[config.mk]
export PLATFORM = sky130hd
export DESIGN_NAME = i2c_txn_sequencer
export DESIGN_NICKNAME = d
export VERILOG_FILES = /design/src/rtl/i2c_txn_sequencer.sv
export SDC_FILE = /design/constraint.sdc
export NUM_CORES = 1
export LEC_CHECK = 0
export ABC_AREA = 1
export CAP_MARGIN = 20
export CORE_UTILIZATION = 45
export CTS_CLUSTER_DIAMETER = 120
export DETAILED_ROUTE_END_ITERATION = 10
export GPL_ROUTABILITY_DRIVEN = 0
export GPL_TIMING_DRIVEN = 0
export PLACE_DENSITY_LB_ADDON = 0.2
export SLEW_MARGIN = 20
export SYNTH_ARGS = -nofsm -noshare
export SYNTH_HDL_FRONTEND = slang
export SYNTH_SLANG_ARGS = --single-unit
[constraint.sdc]
create_clock -name clk -period 1.9 [get_ports clk]
set_clock_uncertainty 0.2 [all_clocks]
set_input_delay 0.19 -clock clk [delete_from_list [all_inputs] [get_ports clk]]
set_output_delay 0.19 -clock clk [all_outputs]
set_load 0.01 [all_outputs]
[src/rtl/i2c_txn_sequencer.sv]
// i2c_txn_sequencer
//   Command stage in front of the I2C master FSM and the address-translator FSM.
//   Host requests (rw, slave select, data byte) are queued in a small FIFO and
//   issued one at a time. Each issue is a one-cycle txn_start pulse. The request
//   fields stay stable until the transaction completes or times out. A fixed
//   idle gap is then inserted before the next start.
//
//   Optional feature macro: I2C_SEQ_RETRY_EN
//     defined   : the first timeout of a command re-issues the same fields after
//                 the gap; the second timeout flags err_timeout and drops it.
//     undefined : the first timeout flags err_timeout and drops the command.
//
// Ports
//   clk, reset          I2C-domain clock; asynchronous active-high reset
//   cmd_valid/ready     host push handshake (push = cmd_valid & cmd_ready)
//   cmd_rw/slave_sel/data
//                       command fields captured on push
//   txn_start           one-cycle pulse when a transaction begins
//   txn_rw/slave_sel/data
//                       fields for the current transaction, changed only in LOAD
//   txn_done            completion from master/translator (level or pulse)
//   busy                high whenever the sequencer is not idle
//   fifo_level          number of queued commands
//   err_clr/err_timeout sticky timeout flag and its clear
//   done_count          wrapping count of successful completions
module i2c_txn_sequencer #(
  parameter int FIFO_DEPTH     = 4,
  parameter int TIMEOUT_CYCLES = 1024,
  parameter int GAP_CYCLES     = 8,
  parameter int CNT_W          = 8
) (
  input  logic                        clk,
  input  logic                        reset,
  input  logic                        cmd_valid,
  output logic                        cmd_ready,
  input  logic                        cmd_rw,
  input  logic                        cmd_slave_sel,
  input  logic [7:0]                  cmd_data,
  output logic                        txn_start,
  output logic                        txn_rw,
  output logic                        txn_slave_sel,
  output logic [7:0]                  txn_data,
  input  logic                        txn_done,
  output logic                        busy,
  output logic [$clog2(FIFO_DEPTH):0] fifo_level,
  input  logic                        err_clr,
  output logic                        err_timeout,
  output logic [CNT_W-1:0]            done_count
);

  localparam int PTR_W = $clog2(FIFO_DEPTH);
  localparam int LVL_W = PTR_W + 1;
  localparam int TO_W  = $clog2(TIMEOUT_CYCLES + 1);
  localparam int GAP_W = $clog2(GAP_CYCLES + 1);

  localparam logic [LVL_W-1:0] LVL_FULL = LVL_W'(FIFO_DEPTH);
  localparam logic [TO_W-1:0]  TO_LAST  = TO_W'(TIMEOUT_CYCLES - 1);
  localparam logic [GAP_W-1:0] GAP_LAST = GAP_W'(GAP_CYCLES - 1);

  typedef enum logic [2:0] {
    ST_IDLE  = 3'd0,
    ST_LOAD  = 3'd1,
    ST_START = 3'd2,
    ST_WAIT  = 3'd3,
    ST_GAP   = 3'd4
  } state_t;

  state_t             state_r;
  logic [9:0]         mem_r [FIFO_DEPTH];
  logic [PTR_W-1:0]   wr_ptr_r;
  logic [PTR_W-1:0]   rd_ptr_r;
  logic [LVL_W-1:0]   level_nxt_s;
  logic               push_s;
  logic               pop_s;
  logic [9:0]         head_s;
  logic               done_q_r;
  logic               done_q_d_r;
  logic               done_edge_s;
  logic               timeout_s;
  logic               err_set_s;
  logic [TO_W-1:0]    to_cnt_r;
  logic [GAP_W-1:0]   gap_cnt_r;
`ifdef I2C_SEQ_RETRY_EN
  logic               retry_used_r;
  logic               retry_pend_r;
`endif

  // cmd_ready is registered !full, so a full FIFO refuses a push even when LOAD pops
  assign push_s = cmd_valid & cmd_ready;
  // LOAD is only entered with a non-empty FIFO and nothing else removes entries
  assign pop_s  = (state_r == ST_LOAD);
  assign head_s = mem_r[rd_ptr_r];

  // Occupancy after this cycle's push/pop
  always_comb begin
    level_nxt_s = fifo_level;
    if (push_s && !pop_s) begin
      level_nxt_s = fifo_level + LVL_W'(1'b1);
    end else if (!push_s && pop_s) begin
      level_nxt_s = fifo_level - LVL_W'(1'b1);
    end else begin
      level_nxt_s = fifo_level;
    end
  end

  // FIFO pointers, level and ready flag
  always_ff @(posedge clk or posedge reset) begin
    if (reset) begin
      wr_ptr_r   <= {PTR_W{1'b0}};
      rd_ptr_r   <= {PTR_W{1'b0}};
      fifo_level <= {LVL_W{1'b0}};
      cmd_ready  <= 1'b1;
    end else begin
      if (push_s) wr_ptr_r <= wr_ptr_r + PTR_W'(1'b1);
      if (pop_s)  rd_ptr_r <= rd_ptr_r + PTR_W'(1'b1);
      fifo_level <= level_nxt_s;
      cmd_ready  <= (level_nxt_s != LVL_FULL);
    end
  end

  // FIFO storage; contents need no reset because the pointers define validity
  always_ff @(posedge clk) begin
    if (push_s) mem_r[wr_ptr_r] <= {cmd_rw, cmd_slave_sel, cmd_data};
  end

  // Register txn_done once and keep a delayed copy for rising-edge detection
  always_ff @(posedge clk or posedge reset) begin
    if (reset) begin
      done_q_r   <= 1'b0;
      done_q_d_r <= 1'b0;
    end else begin
      done_q_r   <= txn_done;
      done_q_d_r <= done_q_r;
    end
  end

  // A done level left high from an earlier transaction produces no new edge
  assign done_edge_s = done_q_r & ~done_q_d_r;
  // Completion on the last counted cycle takes priority over the timeout
  assign timeout_s   = (state_r == ST_WAIT) & ~done_edge_s & (to_cnt_r == TO_LAST);
`ifdef I2C_SEQ_RETRY_EN
  assign err_set_s   = timeout_s & retry_used_r;
`else
  assign err_set_s   = timeout_s;
`endif

  // Sticky timeout flag; a coincident set beats the clear
  always_ff @(posedge clk or posedge reset) begin
    if (reset) begin
      err_timeout <= 1'b0;
    end else if (err_set_s) begin
      err_timeout <= 1'b1;
    end else if (err_clr) begin
      err_timeout <= 1'b0;
    end
  end

  // Transaction sequencer: IDLE -> LOAD -> START -> WAIT -> GAP -> IDLE
  always_ff @(posedge clk or posedge reset) begin
    if (reset) begin
      state_r       <= ST_IDLE;
      txn_start     <= 1'b0;
      txn_rw        <= 1'b0;
      txn_slave_sel <= 1'b0;
      txn_data      <= 8'h00;
      busy          <= 1'b0;
      done_count    <= {CNT_W{1'b0}};
      to_cnt_r      <= {TO_W{1'b0}};
      gap_cnt_r     <= {GAP_W{1'b0}};
`ifdef I2C_SEQ_RETRY_EN
      retry_used_r  <= 1'b0;
      retry_pend_r  <= 1'b0;
`endif
    end else begin
      txn_start <= 1'b0;
      case (state_r)
        ST_IDLE: begin
          if (fifo_level != {LVL_W{1'b0}}) begin
            state_r <= ST_LOAD;
            busy    <= 1'b1;
          end else begin
            busy    <= 1'b0;
          end
        end
        ST_LOAD: begin
          {txn_rw, txn_slave_sel, txn_data} <= head_s;
          to_cnt_r  <= {TO_W{1'b0}};
`ifdef I2C_SEQ_RETRY_EN
          retry_used_r <= 1'b0;
`endif
          txn_start <= 1'b1;
          state_r   <= ST_START;
        end
        ST_START: begin
          // also reached on a retry, so the timeout window restarts here
          to_cnt_r <= {TO_W{1'b0}};
          state_r  <= ST_WAIT;
        end
        ST_WAIT: begin
          gap_cnt_r <= {GAP_W{1'b0}};
          if (done_edge_s) begin
            done_count <= done_count + CNT_W'(1'b1);
            state_r    <= ST_GAP;
          end else if (to_cnt_r == TO_LAST) begin
`ifdef I2C_SEQ_RETRY_EN
            if (!retry_used_r) begin
              retry_used_r <= 1'b1;
              retry_pend_r <= 1'b1;
            end
`endif
            state_r <= ST_GAP;
          end else begin
            to_cnt_r <= to_cnt_r + TO_W'(1'b1);
          end
        end
        ST_GAP: begin
          if (gap_cnt_r == GAP_LAST) begin
`ifdef I2C_SEQ_RETRY_EN
            if (retry_pend_r) begin
              // re-issue the held fields without popping
              retry_pend_r <= 1'b0;
              txn_start    <= 1'b1;
              state_r      <= ST_START;
            end else begin
              state_r <= ST_IDLE;
              busy    <= 1'b0;
            end
`else
            state_r <= ST_IDLE;
            busy    <= 1'b0;
`endif
          end else begin
            gap_cnt_r <= gap_cnt_r + GAP_W'(1'b1);
          end
        end
        default: begin
          state_r <= ST_IDLE;
          busy    <= 1'b0;
        end
      endcase
    end
  end

endmodule

# After elaboration in Yosys (flattened, before gate mapping)
# Memories as Yosys holds them, arrays and structs flattened. A register that Yosys moved wholly into a read port is not among the register bits.
# Cells that the tools add are included.
# word_totals
register_bits	39
mem_count	1
mem_bits_rw	40
# mem_list
name	depth	width	rd	rd_clocked_by_memory_dff	wr	line_no	rtl
mem_r	4	10	1	1	1	69	logic [9:0] mem_r [FIFO_DEPTH];
# op_classes
bitwise	7
eq_ne	13
n_reduce_logical	16
addsub	7
n_mux	20
# ops
operator	n
11-bit two-way mux	2
11-bit case mux with 2 select lines	1
3-bit two-way mux	6
3-bit case mux with 5 select lines	1
11-bit by 1-bit adder with 11-bit output (second input constant)	1
11-bit by 10-bit equality test with 1-bit output (second input constant)	1
2-bit != test (second input constant)	5
8-bit by 1-bit adder with 8-bit output (second input constant)	1
4-bit case mux with 2 select lines	1
1-bit two-way mux	7
3-bit by 2-bit equality test with 1-bit output (second input constant)	2
2-bit AND reduction	3
3-bit AND reduction	2
2-bit nonzero test	3
2-bit by 1-bit adder with 2-bit output (second input constant)	2
4-bit by 1-bit adder with 4-bit output (second input constant)	1
1-bit AND	4
4-bit by 3-bit equality test with 1-bit output (second input constant)	1
4-bit two-way mux	1
3-bit by 1-bit adder with 3-bit output (second input constant)	1
3-bit by 1-bit equality test with 1-bit output (second input constant)	1
3-bit equality test (second input constant)	1
3-bit logical NOT	1
3-bit by 2-bit != test with 1-bit output (second input constant)	1
9 further kinds	13

# Depth between registers and ports, before layout
# depth
ltp_word	6
ltp_mapped	9
depth_no_buf	8

# Worst setup path after synthesis
# No wires, ideal clock.
# synth_timing
kind	reg-to-reg
start	register cmd_ready
end	memory mem_r[0][0] (enable)
synth_period_minus_slack_ns	1.766
setup_slack_ns	0.134
t_arrival_ns	1.190
setup_ns	0.376
stages_incl_launch_ff	3
n_path_buf	0
cell_sequence	dfstp_2 > nand2_1 > nor2_1
# synth_between
elab_chain_cells	3
# synth_lines
element	line_no	rtl
start: declaration	35	output logic cmd_ready,
start signal: assignment	117	cmd_ready <= (level_nxt_s != LVL_FULL);
1-bit AND	89	assign push_s = cmd_valid & cmd_ready;
1-bit two-way mux	123	if (push_s) mem_r[wr_ptr_r] <= {cmd_rw, cmd_slave_sel, cmd_data};
1-bit two-way mux (not written as such)	123	
end: declaration	69	
# Every way passes these cells.

# Final worst setup path
# layout_timing
start	register cmd_ready
end	memory mem_r[3][2] (enable)
# Same word-level chain as after synthesis.

==> flow_metrics.env <==
export IMPL_status="complete, but fails checks"
export IMPL_violations="negative setup slack"
export IMPL_max_vdd_ir_drop_uv=740
export IMPL_worstSetupPathType="flop to flop"
export IMPL_stdcell_count=564
export IMPL_grt_pass1_wl_um=12800
export IMPL_drv_slew=0
export IMPL_crit_chain="nand2_1 > nor2_2"
export IMPL_cts_tree="built"
export IMPL_die_height_um=95.4
export IMPL_port_buffers=39
export IMPL_synth_async_sr_flop_share_pct=55.1
export IMPL_critPathSlowestCell="nor2_2"
export IMPL_synth_simple_gate_area_share_pct=21.3
export IMPL_tightest_slew_ps=683
export IMPL_synth_area_um2=3920
export IMPL_critPathLaunchType="flop"
export IMPL_synth_fa_ha_area_share_pct=3.19
export IMPL_synthXorXnorAreaFrac_pct=2.68
export IMPL_nets=479
export IMPL_ys_ff_latch=89
export IMPL_wl_per_cell_um=13.4
export IMPL_clkSinkCount=89
export IMPL_antenna_found_initial=0
export IMPL_slew_headroom_pct=54.4
export IMPL_viasPerCell=4.91
export IMPL_numCtsBuffers=9
export IMPL_cp_arrival_ps=1730
export IMPL_rows=33
export IMPL_syn_inst=401
export IMPL_max_freq_mhz=512
export IMPL_crit_fanout=10
export IMPL_dp_cells=547
export IMPL_drtPass1Iterations=4
export IMPL_diodes=0
export IMPL_hold_class="primary input to flop"
export IMPL_synthToLayoutAreaGrowth_pct=20.7
export IMPL_finalHoldViolations=0
export IMPL_path_clk_slew_ps=90
export IMPL_rr_startpoint="cmd_ready"
export IMPL_start_util_pct=47.0
export IMPL_max_cap_violations=0
export IMPL_cts_root_buffer="clkbuf_8"
export IMPL_fin_crit_sh_pct=103
export IMPL_ys_types=32
export IMPL_post_route_util_pct=56.8
export IMPL_fillers=737
export IMPL_overflow=0
export IMPL_final_common_cell="nand2_1"
export IMPL_syn_avg_cell_area_um2=9.78
export IMPL_io_pins=40
export IMPL_leakage_nw=2.07
export IMPL_totalWireLength_um=7560
export IMPL_h_tree_depth=3
export IMPL_rsz0062_at_grt="yes"
export IMPL_cp_end_kind="flop"
export IMPL_synth_compound_area_share_pct=5.52
export IMPL_finalSetupViolCount=20
export IMPL_crit_start="cmd_ready"
export IMPL_grt_start_max_net_pins=25
export IMPL_cp_data_required_time_ps=1680
export IMPL_drt_iter0_drc=128
export IMPL_min_delay_start="txn_done"
export IMPL_synth_edf_count=40
export IMPL_max_stage_delay_ps=620
export IMPL_clock_path_buffers=2
export IMPL_synth_nets=426
export IMPL_core_um2=8340
export IMPL_final_antenna_net_count=0
export IMPL_p_per_area_nw_per_um2=1350
export IMPL_synth_top_family_by_area="simple AND/OR/NAND/NOR gates"
export IMPL_grtUsageTotal_pct=18.6
export IMPL_clk_latency_ps=360
export IMPL_num_vias=2768
export IMPL_synthFlopType="dfrtp_1"
export IMPL_dp_hpwl_um=5170
export IMPL_fin_crit_ps=1950
export IMPL_final_layout_size_suffix_gt1_share_pct=9.59
export IMPL_drc=0
export IMPL_final_cell_mix="92 x nand2_1, 65 x nor2_1, 48 x dfrtp_1"
export IMPL_synth_seq_area_share_pct=61.9
export IMPL_synthMuxAreaShare_pct=0.255
export IMPL_dieArea_um2=9090
export IMPL_yosysWarnings=0
export IMPL_p_total_w=0.00639
export IMPL_die_x_um=95.4
export IMPL_grt_pass1_vias=2680
export IMPL_fin_ws_ps=-52.4
[metrics by stage]
stage | cell area, µm² | setup WS [ps] | hold WS, ps | setup TNS (ps)
floorplan | 3920 | 134 | 21.4 | 0
global placement | 4440 | -738 | 164 | -49870
detailed placement | 4490 | -460 | 171 | -16170
CTS | 4710 | -246 | 68.0 | -5060
global route | 4730 | -143 | 71.4 | -4000
finish | 4730 | -52.4 | 83.3 | -490
[sequential cells by signal, indices dropped and copies added (netlist names), 2 cells and up]
register and cells:
done_count 8, fifo_level 3, gap_cnt_r 4, mem_r 40, rd_ptr_r 2, state_r 3, to_cnt_r 11, txn_data 8
wr_ptr_r 2
[synth_stat cells (4+ instances only)]
master    number  share of area (%)
a31oi_1       10                1.6
nand4_1        5               0.80
xnor2_1        4               0.89
clkbuf_1       5               0.48
nand3_1       19                2.4
xor2_1         8                1.8
dfrtp_1       48                 31
o21ai_0       23                2.9
inv_1         37                3.5
nand2_1       93                8.9
ha_1          10                3.2
nor2_1        71                6.8
edfxtp_1      40                 31
[logic make-up (layout without fill, tap and decap cells)]
kind of cell               after synthesis  after routing
DFF                                     89             89
and+or+nand+nor                        202            202
adders and majority gates               10             10
AOI/OAI and AO/OA                       38             38
buffers and inverters                   49            107
xor gates and xnor gates                12             12
muxes                                    1              1
[worst max-delay path: cells and delay by family, from the launching register on]
kind / cells / cell delay, ps
flops: 1 / 530
simple gates: 2 / 860
[report_power, final]
part	switching (W)	internal (W)	leakage [nW]	total (W)
registers	0.000282	0.00251	0.983	0.00279
logic	0.00134	0.000931	0.983	0.00227
clock network	0.000674	0.000649	0.107	0.00132
total	0.00230	0.00409	2.07	0.00639
[layer usage]
layer  GRT usage, %  part of all wire [%]  wire length, µm
met5              0                     0                0
met4           7.32                   1.4              104
met3           3.43                   3.7              279
met2           28.6                    47             3520
met1           26.1                    48             3660
[worst paths after layout]
kind                                to  slack [ps]  depth (start not counted)
hold reg to reg             done_q_d_r         180                          0
min in group asynchronous  txn_data[7]         410                          3
setup reg to reg           mem_r[3][2]         -50                          2
setup / recovery           mem_r[3][2]         -50                          2
max in group asynchronous    cmd_ready         420                          5
hold / removal                done_q_r          80                          1
[final cells by class]
| cell class | instances | area, µm² | area share [%] |
|---|---|---|---|
| flip-flops and latches | 89 | 2430 | 51.3 |
| multi-input cells | 263 | 1320 | 27.9 |
| plain buffers | 8 | 42.5 | 0.899 |
| clock buffers | 10 | 138 | 2.91 |
| inverters | 41 | 159 | 3.36 |
| repair buffers | 42 | 448 | 9.46 |
| clock inverters | 6 | 66.3 | 1.40 |
| well taps | 105 | 131 | 2.77 |
[repair_timing]
| item | CTS | global route |
|---|---|---|
| hold buffers | 1 | 0 |
| hold endpoints to repair | 7 | 0 |
| pin swaps | 0 | 1 |
| resized for setup | 2 | 7 |
| setup buffers | 0 | 0 |
| setup endpoints to repair | 40 | 59 |
No activity file was read; power rests on OpenSTA's default activity.
==> RTL edit 1: new RTL, config.mk and constraints unchanged <==
Re-encode `state_t` (5 states) as one-hot, 5 bits wide.
--- a/src/rtl/i2c_txn_sequencer.sv
+++ b/src/rtl/i2c_txn_sequencer.sv
@@ -59,8 +59,8 @@
 
-  typedef enum logic [2:0] {
-    ST_IDLE  = 3'd0,
-    ST_LOAD  = 3'd1,
-    ST_START = 3'd2,
-    ST_WAIT  = 3'd3,
-    ST_GAP   = 3'd4
+  typedef enum logic [4:0] {
+    ST_IDLE  = 5'b00001,
+    ST_LOAD  = 5'b00010,
+    ST_START = 5'b00100,
+    ST_WAIT  = 5'b01000,
+    ST_GAP   = 5'b10000
   } state_t;
Function: same outputs for any inputs over 10 cycles, from zero or initial values and one cycle with reset high; not proved beyond that.
==> RTL edit 1 against the unedited design <==
Combinational power shrank 10%; total power shrank 6.4%; wire length grew 0.66%; area after synthesis grew 3.7%; design area grew 0.90%; critical path depth is the same; first-iteration DRC count shrank 3.9%; fmax grew 3.7%; worst setup slack gained 0.069 ns; highest routed layer unchanged; sequential cell count grew 2; largest power group unchanged.
==> RTL edit 1: results (changes against the unedited design) <==
| Metric | Value |
|---|---|
| Status | `complete, no violations` |
| Vias post-DR | `2711 (-2.1%)` |
| Largest cells by area after synthesis | `dfrtp_1, edfxtp_1, nor2_1` |
| WL met2 | `3.71 mm (+5.5%)` |
| DP Cell Count | `535 (-2.2%)` |
| Clock power frac | `0.196 (-0.011)` |
| Per-cell routed wire length | `13.8 µm (+3.0%)` |
| Kind of cell adding the most delay to the critical path | `simple AND/OR/NAND/NOR gates` |
| Non-clock buffers | `50 (unchanged)` |
| Post-Place Worst Slack | `-0.439 ns (+0.0209 ns)` |
| Avg Cell Area, Syn | `10.5 µm² (+7.2%)` |
| Synth cell types | `35 (+9.4%)` |
| Syn Nets | `413 (-3.1%)` |
| Multi-input combinational cell count | `246 (-6.5%)` |
| Post-CTS Setup Bufs | `0 (unchanged)` |
| Largest net degree at the start of global routing | `52 (+110%)` |
| Non-Clock Inverter Count | `40 (-2.4%)` |
| Multi-input combinational area share | `0.282 (+0.00328)` |
| Leakage | `2.01 nW (-3.2%)` |
| Register area | `2480 µm² (+2.1%)` |
| Tot Pwr | `5.98 mW (-6.4%)` |
| Met3 GRT Util | `0.0417 (+0.00744)` |
| Drt first-iter violations | `123 (-3.9%)` |
| Layout Cells excl Fill | `551 (-2.3%)` |
| Synth cell count leaders | `nor2_1, dfrtp_1, nand2_1, edfxtp_1, inv_1` |
| Area after DPL | `4590 µm² (+2.3%)` |
| HPWL Detailed | `5.07 mm (-2.1%)` |
| Met2 Usage GRT | `0.293 (+0.00676)` |
| Met1 WL | `3.51 mm (-4.1%)` |
| Share of cells above drive strength 1 | `0.120 (+0.0238)` |
| Routed met3 length | `296 µm (+6.1%)` |
| Ant. Diodes | `0 (unchanged)` |
| Register area share after synthesis | `0.610 (-0.00949)` |
| Seq pwr | `2.77 mW` |
| Final nets | `463 (-3.3%)` |
| GR Util met1 | `0.227 (-0.0346)` |
| Highest ir drop seen on vdd | `0.000729 V (-1.5%)` |
| Post-synth ARST share | `0.560 (+0.00988)` |
| Seq_cells | `91 (+2.2%)` |
| Overall Global Routing Usage | `0.177 (-0.00877)` |
| # clk buffers | `11 (+1)` |
| Multi-input logic area | `1350 µm² (+2.1%)` |
| Tightest Pin Transition | `0.640 ns (-0.0425 ns)` |
| CP peak stage delay | `0.57 ns (-0.05 ns)` |
| Switch share | `0.358 (-0.00166)` |
| ClkCell Share | `0.0361 (-0.00693)` |
| CP arrival | `1.68 ns (-0.05 ns)` |
| FILL cells | `752 (+2.0%)` |
| Pre-antenna DRT Iters | `5 (+1)` |
| NonClk Buf Share | `0.0993 (-0.00433)` |
| Cts repair resizes | `0 (-2)` |
| First-pass GRT wire length | `13.1 mm (+2.4%)` |
==> RTL edit 1: cell count changes after synthesis, sizes merged, moves of 3 or more <==
cell | before | now
o21ai | 25 | 36
nand2 | 95 | 51
nor2 | 74 | 77
nand3 | 20 | 30
buf | 3 | 7
or2 | 3 | 0
nand4 | 5 | 8
xnor2 | 4 | 8
==> RTL edit 1: logic make-up after synthesis <==
family | Yosys count | synth area share
compound gates | 49 | 0.0705
xor+xnor | 16 | 0.0345
fa+ha+maj | 10 | 0.0308
buf+inv | 51 | 0.0609
flops | 91 | 0.610
simple gates | 171 | 0.194
==> RTL edit 1: final timing paths <==
check | slack (ns) | startpoint | to
setup / recovery | 0.02 | cmd_ready | mem_r[3][8]
hold reg to reg | 0.19 | done_q_r | done_q_d_r
hold / removal | 0.07 | txn_done | done_q_r
min in group asynchronous | 0.08 | reset | err_timeout
setup reg to reg | 0.02 | cmd_ready | mem_r[3][8]
max in group asynchronous | 1.00 | reset | done_count[3]
==> RTL edit 2: new RTL, same settings <==
Made on the original files. The option `I2C_SEQ_RETRY_EN` is turned on by a define.
--- a/src/rtl/i2c_txn_sequencer.sv
+++ b/src/rtl/i2c_txn_sequencer.sv
@@ -25,2 +25,4 @@
 //   done_count          wrapping count of successful completions
+`define I2C_SEQ_RETRY_EN
+
 module i2c_txn_sequencer #(
Behaviour: no difference found for any inputs over 10 cycles, from zero or initial values and one cycle with reset high; that may be too few to reach the edited logic, so the function may still have changed.
==> RTL edit 2 against the unedited design <==
The run ends with design-rule violations, negative hold slack, negative setup slack left; worst setup slack worse by 0.14 ns; area after synthesis is 5.4% higher; design area is 3.5% higher; wire length is 8.2% higher; sequential cell count is 2 higher; total power is 8.4% higher; fmax is 6.6% lower; largest cell class unchanged; highest routed layer unchanged.
==> RTL edit 2: results (changes against the unedited design) <==
| Metric | Value |
|---|---|
| Routed WL | `8.18 mm (+8.2%)` |
| DP Cell Count | `578 (+5.7%)` |
| Seq pwr | `2.89 mW (+4%)` |
| Post-synth ARST share | `0.560 (+0.00988)` |
| Compound-gate portion of the synthesized area | `0.0694 (+0.0142)` |
| Tightest Pin Transition | `0.989 ns (+0.307 ns)` |
| Clock power frac | `0.180 (-0.027)` |
| Syn Nets | `455 (+6.8%)` |
| Min-Delay Path Class | `in -> async` |
| CP arrival | `1.88 ns (+0.15 ns)` |
| Post-synthesis adder-cell area fraction | `0.0303 (-0.00162)` |
| HPWL Detailed | `5.54 mm (+7.1%)` |
| Final setup violating endpoints | `40 (+100%)` |
| Post-CTS Setup Bufs | `1 (+1)` |
| Worst hold slack | `-0.00450 ns (-0.0878 ns)` |
| Slowest CP cell | `nor2_1` |
| Overall Global Routing Usage | `0.187 (+0.000502)` |
| Seq pwr share | `0.418 (-0.019)` |
| Pre-antenna DRT Iters | `7 (+3)` |
| Share of cells above drive strength 1 | `0.0900 (-0.00588)` |
| Status | `finished with violations` |
| Register area share after synthesis | `0.600 (-0.0194)` |
| Failing checks | `design-rule violations, negative hold slack, negative setup slack` |
| Mux cell area share after synthesis | `0 (-0.00255)` |
| Remaining DRCs | `4 (+4)` |
| Final Hold Violating Endpoints | `4 (+4)` |
| Post-synthesis xor/xnor area fraction | `0.0297 (+0.00288)` |
| CP peak stage delay | `0.80 ns (+0.18 ns)` |
| Cts repair resizes | `1 (-1)` |
| Highest ir drop seen on vdd | `0.000758 V (+2.4%)` |
| Largest cells by area after synthesis | `dfrtp_1, edfxtp_1, nand2_1` |
| Yosys top cell area share | `0.303 (-0.00347)` |
| Slack of the critical path | `-0.191 ns (-0.139 ns)` |
| Per-cell routed wire length | `13.7 µm (+2.2%)` |
[RTL edit 2: cell count changes after synthesis, sizes merged, moves of 2 or more]
cell    unedited run  this run
nand3b             3         1
clkinv             2         0
xor2               8        10
or2                3         0
nor2              74        63
nand2             95       113
dfrtp             48        50
nand3             20        31
a21oi              0         7
clkbuf             5         8
o21ai             25        40
a31oi             10         0
[RTL edit 2: cell type report]
type                    instances  area [µm²]
plain buffers                  10        46.3
clock buffers                  10         128
clock inverters                 6        56.3
fillers                       773        3910
inverters                      38         143
multi-input cells             291        1480
flip-flops and latches         91        2480
well taps                     108         135
repair buffers                 43         433
[RTL edit 2: worst reg2reg max path, stage by stage (launching register included)]
cell and delay, ns:
dfstp_2 0.54, nand2_1 0.17, nor2_1 0.80
[RTL edit 2: through the flow]
step           setup WS [ns]  TNS (ns)  cell area (µm²)   util
2_1_floorplan          0.170         0             4130      -
3_3_place_gp          -0.783    -50.94             4660  0.529
3_5_place_dp          -0.326    -12.57             4680  0.531
4_1_cts               -0.206     -7.05             4870  0.553
5_1_grt               -0.264     -9.33             4900  0.556
6_report              -0.191     -5.96             4900  0.556
[RTL edit 2: per-layer routing]
layer | track usage | up-vias | wire [µm]
met2 | 0.286 | 66 | 3590
met5 | 0 | - | 0
met1 | 0.264 | 1420 | 4120
li1 | - | 1513 | -
met3 | 0.0358 | 13 | 325
met4 | 0.0723 | 0 | 150
[RTL edit 2: final timing paths]
check / slack, ns / cells past startpoint / to / start
worst min-delay path: -0.004 / 2 / done_count[2] / reset
worst max register to register: -0.19 / 2 / mem_r[2][2] / cmd_ready
worst min register to register: 0.20 / 0 / done_q_d_r / done_q_r
max in group asynchronous: 0.90 / 3 / cmd_ready / reset
min in group clk: 0.09 / 1 / done_q_r / txn_done
worst max-delay path: -0.19 / 2 / mem_r[2][2] / cmd_ready
